--- src/rtl/b1_pipe.sv ---
// b1_pipe: multi-lane pipelined b1 evaluator.
//
// Each of LANES lanes evaluates the b1 equations on a 3-bit input
// (a=pi[3i], b=pi[3i+1], c=pi[3i+2]) and produces a 4-bit result
// {po3,po2,po1,po0} at po[4i +: 4]. Results are written as one word into a
// DEPTH-entry FIFO behind valid/ready handshakes. A saturating counter
// tracks accepted words.
//
// Ports:
//   clock, reset_n        clock, asynchronous active-low reset
//   pi, in_valid/in_ready input word and handshake (in_ready = !full)
//   po, out_valid/out_ready FIFO head word and handshake (out_valid = !empty)
//   cnt_clr, acc_cnt      synchronous clear, saturating accept count
//   par                   per-lane even parity of the head word
//                         (only when B1_PIPE_PARITY_EN is defined)
//
// Optional feature macro: B1_PIPE_PARITY_EN
module b1_pipe #(
  parameter int unsigned LANES = 4,
  parameter int unsigned DEPTH = 4,
  parameter int unsigned CNT_W = 16
) (
  input  logic                 clock,
  input  logic                 reset_n,
  input  logic [3*LANES-1:0]   pi,
  input  logic                 in_valid,
  output logic                 in_ready,
  output logic [4*LANES-1:0]   po,
  output logic                 out_valid,
  input  logic                 out_ready,
  input  logic                 cnt_clr,
  output logic [CNT_W-1:0]     acc_cnt
`ifdef B1_PIPE_PARITY_EN
  ,
  output logic [LANES-1:0]     par
`endif
);

  localparam int unsigned AW = (DEPTH > 1) ? $clog2(DEPTH) : 1;

  logic [AW:0]          wr_ptr;
  logic [AW:0]          rd_ptr;
  logic                 full;
  logic                 empty;
  logic                 push;
  logic                 pop;
  logic [4*LANES-1:0]   res;
  logic [4*LANES-1:0]   mem [DEPTH];

  // Extra pointer MSB differs only when the writer has lapped the reader.
  assign full  = (wr_ptr[AW] != rd_ptr[AW]) && (wr_ptr[AW-1:0] == rd_ptr[AW-1:0]);
  assign empty = (wr_ptr == rd_ptr);

  assign in_ready  = ~full;
  assign out_valid = ~empty;
  assign push      = in_valid & ~full;
  assign pop       = out_ready & ~empty;

  // Lane equations.
  always_comb begin
    res = '0;
    for (int unsigned i = 0; i < LANES; i++) begin
      logic a, b, c;
      a = pi[3*i];
      b = pi[3*i+1];
      c = pi[3*i+2];
      res[4*i +: 4] = {~c, (b ^ c) & (a ^ c), a ^ b, c};
    end
  end

  always_ff @(posedge clock or negedge reset_n) begin
    if (!reset_n) begin
      wr_ptr <= '0;
      rd_ptr <= '0;
    end else begin
      if (push) wr_ptr <= wr_ptr + 1'b1;
      if (pop)  rd_ptr <= rd_ptr + 1'b1;
    end
  end

  // Storage is intentionally left unreset.
  always_ff @(posedge clock) begin
    if (push) mem[wr_ptr[AW-1:0]] <= res;
  end

  assign po = mem[rd_ptr[AW-1:0]];

  always_ff @(posedge clock or negedge reset_n) begin
    if (!reset_n) begin
      acc_cnt <= '0;
    end else if (cnt_clr) begin
      acc_cnt <= '0;
    end else if (push && (acc_cnt != '1)) begin
      acc_cnt <= acc_cnt + CNT_W'(1);
    end
  end

`ifdef B1_PIPE_PARITY_EN
  logic [LANES-1:0] par_res;
  logic [LANES-1:0] par_mem [DEPTH];

  always_comb begin
    par_res = '0;
    for (int unsigned i = 0; i < LANES; i++) begin
      par_res[i] = ^res[4*i +: 4];
    end
  end

  always_ff @(posedge clock) begin
    if (push) par_mem[wr_ptr[AW-1:0]] <= par_res;
  end

  // Storage is not reset, so gate with empty to give par=0 out of reset.
  assign par = empty ? '0 : par_mem[rd_ptr[AW-1:0]];
`endif

endmodule

--- config.mk ---
export PLATFORM = sky130hd
export DESIGN_NAME = b1_pipe
export DESIGN_NICKNAME = d
export VERILOG_FILES = /design/src/rtl/b1_pipe.sv
export SDC_FILE = /design/constraint.sdc
export NUM_CORES = 1
export LEC_CHECK = 0
export BUFFER_PORTS_ARGS = -buffer_cell sky130_fd_sc_hd__buf_4
export CAP_MARGIN = 20
export CORE_ASPECT_RATIO = 1.1
export CORE_UTILIZATION = 50
export DETAILED_ROUTE_END_ITERATION = 10
export PLACE_DENSITY = 0.74
export SLEW_MARGIN = 20
export SYNTH_ARGS = -nofsm -noshare
export SYNTH_HDL_FRONTEND = slang
export SYNTH_SLANG_ARGS = --single-unit
--- constraint.sdc ---
create_clock -name clock -period 1.6 [get_ports clock]
set_input_delay 0.32 -clock clock [delete_from_list [all_inputs] [get_ports clock]]
set_output_delay 0.32 -clock clock [all_outputs]
set_load 0.01 [all_outputs]
# Word-level counts from Yosys, hierarchy flattened
# Memory sizes are Yosys's and may differ from the RTL's.
# Cells that the tools add are included.
[word_totals]
ram_bits = 64
word_cells = 42
memories = 1
in_bits = 17
output_inout_bits = 34
regBits = 22
[classes]
reduce_logical = 3
n_addsub = 3
mux = 4
bitwise_logic = 24
eq_ne = 4
[memory_table]
columns = ["name", "depth", "width", "rd", "rd_clocked_by_memory_dff", "write_ports", "line", "rtl"]
rows = [
  ["mem", 4, 16, 1, 0, 1, "48", "logic [4*LANES-1:0] mem [DEPTH];"],
]
[op_table]
columns = ["op", "count"]
rows = [
  ["16-bit 2-to-1 mux", 2],
  ["16-bit by 1-bit adder with 16-bit output (second input constant)", 1],
  ["16-bit != test (second input constant)", 1],
  ["1-bit XOR", 12],
  ["3-bit by 1-bit adder with 3-bit output (second input constant)", 2],
  ["1-bit bitwise AND", 6],
  ["1-bit inverter", 6],
  ["3-bit equality test", 1],
  ["2-bit equality test", 1],
  ["1-bit logical AND", 2],
  ["1-bit 2-to-1 mux", 2],
  ["2-bit nonzero test", 1],
  ["1-bit != test", 1],
]

# Longest topological paths before layout
[logic_depth]
depth_word = 7
ltp_mapped = 7
depth_no_buf = 5

# Worst setup path after synthesis
# No wires, ideal clock.
[synth_path]
path_kind = "reg2reg"
from = "reg rd_ptr[0]"
to = "mem mem[3][0] in the netlist's numbering (enable)"
arrival_ps = 1437
path_stages_with_launch = 5
synth_period_minus_slack_ps = 1812
slack_ps = -212
path_cell_list = "dfrtp_1 > buf_4 > xnor2_1 > nand3_1 > and3_1"
[synth_via]
elab_chain_len = 6
[synth_lines]
columns = ["element", "line", "rtl"]
rows = [
  ["start: declaration", "42", "logic [AW:0] rd_ptr;"],
  ["start signal: assignment", "77", "if (pop) rd_ptr <= rd_ptr + 1'b1;"],
  ["2-bit equality test", "51", "assign full = (wr_ptr[AW] != rd_ptr[AW]) && (wr_ptr[AW-1:0] == rd_ptr[AW-1:0]);"],
  ["1-bit logical AND", "51", ""],
  ["1-bit inverter", "n/a", ""],
  ["named net in_ready", "27", "output logic in_ready,"],
  ["1-bit bitwise AND", "56", "assign push = in_valid & ~full;"],
  ["1-bit 2-to-1 mux", "83", "if (push) mem[wr_ptr[AW-1:0]] <= res;"],
  ["1-bit 2-to-1 mux (not written as such)", "83", ""],
  ["end: declaration", "48", ""],
]
# The timed path passes the listed nets, and every way through them passes these cells.

# Final worst setup path
[layout_path]
from = "reg rd_ptr[0]"
to = "out po[5]"
[layout_via]
elab_chain_len = 1
[layout_lines]
columns = ["element", "line", "rtl"]
rows = [
  ["memory read 4 x 16 bit", "n/a", ""],
  ["end: declaration", "28", "output logic [4*LANES-1:0] po,"],
]
# Every way passes these cells.

==> summary.txt <==
Outcome
  – Outcome: finished, violations left
  – Failing checks: DRC, setup timing

Power
  – P_leak: 1.97 nW
  – PD cells: ~1600 nW/um2
  – VDD IR max: approximately 0.74 mV

Floorplan
  – Io pins: between 50 and 60
  – Chip width: ~84 um
  – Core area: 7090 um2
  – Die area: slightly below 8000 um2
  – Row Count: 32
  – Initial Util: between 50% and 60%
  – Die Ht: roughly 92 um

Setup path
  – Critical Path Fanout Max: 8
  – Worst Path Required: around 1.3 ns
  – Worst path cell trace: clkbuf_16 -> mux4_2 -> buf_6
  – Top Family by Delay on Critical Path: multiplexers
  – Critical path type: flop to primary output
  – Worst EP arrival: roughly 1.6 ns
  – CP Capture Type: primary output
  – Slowest CP cell: mux4_2
  – CP max stage delay: 0.51 ns
  – CP startpoint kind: flop
  – Buf/Inv on CP: 2

Placement
  – Placer Congestion: between 0.9 and 1
  – Placed Area: roughly 4700 um2
  – Port buffer count: 50
  – Placed wire-length estimate: between 4000 and 5000 um

Route
  – Detailed Route Iter0 Violations: between 100 and 150
  – Pre-antenna DRT Iters: 7
  – WL/cell: about 18 um
  – DRC violations left: 10
  – Wire length after detailed routing: 7910 um
  – Post-route antenna net violation count: 0
  – Vias: 2393
  – DR vias/cell: 5.53

STA
  – Max frequency: between 500 and 600 MHz
  – Final Cycle Share: 121%
  – Clk_skew: 0.0118 ns
  – Unrepaired setup endpoints after global routing: yes
  – Fin. max-slew vios: 0
  – Fin Setup TNS: -15.19 ns
  – Worst setup margin: -0.341 ns
  – Worst-Margin Slew: between 0.4 and 0.5 ns
  – Final-report hold violation count: 0
  – Tmin final: between 1.5 and 2 ns
  – Final setup viols: approximately 100
  – Worst relative slew slack: ~70%

GRT
  – Total GRT Usage: between 20% and 30%
  – Vias in the first global route: ~2500
  – Grt total ovfl: 0
  – Initial antenna violation count: 0
  – Largest net degree at the start of global routing: 23
  – First-pass GRT wire length: ~12000 um

Synthesis
  – Synth area leader: edfxtp_1
  – Synthesized instance count: roughly 230
  – Post-synth EDFFs: 64
  – Synth Net Count: 250
  – FF+latch count, synth: 86
  – Mapped cell area: 3710 um2
  – Synth top area cells: edfxtp_1 52%, dfrtp_1 15%, mux4_2 9.7%
  – YS warnings: 0
  – Top_reg_cell synth: edfxtp_1
  – Post-synth top area share: about half
  – Synth unique cells: 40
  – Mean Syn Cell Area: about 16 um2
  – Ys async rst share: about 26%
  – Sequential fraction of the synthesis area: about 67%

CTS
  – CTS tree: done
  – Inserted Clock Buffers: 9
  – CTS clk-pin slew, worst paths: around 0.08 ns
  – H-tree depth: 3
  – Skew-Pair Late Insertion Delay: around 0.36 ns
  – Root buffer cell: clkbuf_8
  – CTS Sinks: 86
  – Deepest clock path buffer count: 2

Worst hold path
  – Worst Hold Class: input port to flop

Flow run
  – Max-cap viol count: 0

Cells and area
  – # fillers: between 400 and 500
  – Layout cells sized above 1: 54.0%
  – Final instance area: approximately 5200 um2
  – Post-layout nets: around 370
  – Final Util: between 70% and 80%
  – # diodes: 0
  – Layout area overhead: 41.3%
## cell usage in the layout (no fill, tap or decap), types with 4 or more instances in the layout
cell type | netlist | layout
buf_4 | 1 | 80
edfxtp_1 | 64 | 64
buf_6 | 1 | 23
xnor2_1 | 19 | 17
mux4_2 | 16 | 16
nor2_1 | 16 | 16
dfrtp_1 | 22 | 14
and3_4 | 0 | 11
clkbuf_8 | 0 | 9
nand2_1 | 9 | 8
dfrtp_2 | 0 | 8
inv_1 | 7 | 7
xor2_1 | 6 | 5
ha_1 | 6 | 5
or3_1 | 4 | 4
o21ai_0 | 4 | 4
nand4_1 | 4 | 4
nand3_1 | 8 | 4
clkinvlp_4 | 0 | 4
buf_12 | 0 | 4
## power breakdown
| group | leakage, nW | total [mW] | internal (mW) | switching [mW] |
|---|---|---|---|---|
| clock network | 0.0744 | 1.35 | 0.565 | 0.786 |
| registers | 0.869 | 3.13 | 2.93 | 0.203 |
| logic | 1.02 | 3.79 | 2.12 | 1.68 |
| total | 1.97 | 8.28 | 5.61 | 2.67 |
## worst reg2reg max path, stage by stage, from the launching register on
cell	delay (ns)
dfrtp_2	0.46
buf_4	0.17
xnor2_4	0.14
buf_4	0.15
a31o_4	0.28
buf_12	0.15
a2111oi_4	0.22
xnor2_1	0.17
nor2_1	0.06
## synth_stat cells (2+ instances only)
cell type,n
mux4_2,16
or3_1,4
nand2_1,9
o21ai_0,4
nand4_1,4
and3_1,8
xor2_1,6
nor2_1,16
edfxtp_1,64
nand3_1,8
inv_1,7
dfrtp_1,22
ha_1,6
buf_2,3
clkbuf_1,2
nor3_1,2
nor3b_1,2
a211oi_1,3
xnor2_1,19
mux2_1,2
## path summary, 6_finish.rpt
check	cells after the start	slack [ns]	to	startpoint
worst max-delay path	3	-0.34	po[5]	rd_ptr[0]
worst min-delay path	1	0.19	mem[1][0]	pi[2]
worst max register to register	8	-0.30	acc_cnt[5]	rd_ptr[0]
worst min register to register	2	0.59	acc_cnt[15]	acc_cnt[15]
max in group asynchronous	2	0.96	rd_ptr[0]	reset_n
min in group asynchronous	2	0.39	acc_cnt[14]	reset_n
## metal layers
metal / global-route usage, % / up-vias / wire (um)
li1: - / 1110 / -
met4: 7.33 / 0 / 170
met2: 38.2 / 74 / 4220
met5: 0 / - / 0
met3: 5.70 / 16 / 377
met1: 26.2 / 1193 / 3140
## kinds of logic after synthesis
family	share of synthesized area, %
fa+ha+maj	2.02
compound gates	3.27
flops	66.7
buf+inv	1.92
xor+xnor	5.90
simple gates	9.31
mux	10.9
## metrics by stage
step	power [mW]	hold slack, ns	cells	setup WS, ns
6_report	8.28	0.187	433	-0.341
3_5_place_dp	6.05	0.232	397	-0.106
5_1_grt	8.67	0.179	433	-0.400
2_1_floorplan	4.90	0.0244	227	-0.0591
4_1_cts	8.16	0.175	424	-0.396
3_3_place_gp	5.97	0.227	397	-0.0929
## flip-flops by register name, indices dropped and copies added (netlist names)
name     count
mem         64
acc_cnt     16
rd_ptr       3
wr_ptr       3
## what timing repair did
| item | 4_1_cts | 5_1_grt |
|---|---|---|
| pin swaps | 9 | 11 |
| resized for setup | 36 | 16 |
| endpoints found under the hold margin | 22 | 0 |
| gates cloned | 5 | 1 |
| buffers inserted | 6 | 8 |
| hold buffers | 1 | 0 |
| endpoints found under the setup margin | 92 | 102 |
## area by class of cell
| class | count | area, um2 | share of cell area (%) |
|---|---|---|---|
| clock buffers | 9 | 124 | 2.36 |
| clock inverters | 6 | 47.5 | 0.908 |
| inverters | 7 | 26.3 | 0.502 |
| multi-input cells | 131 | 1480 | 28.2 |
| flip-flops and latches | 86 | 2480 | 47.4 |
| well taps | 85 | 106 | 2.03 |
| repair buffers | 109 | 975 | 18.6 |
Note: power is estimated with default switching activity, not from simulation.
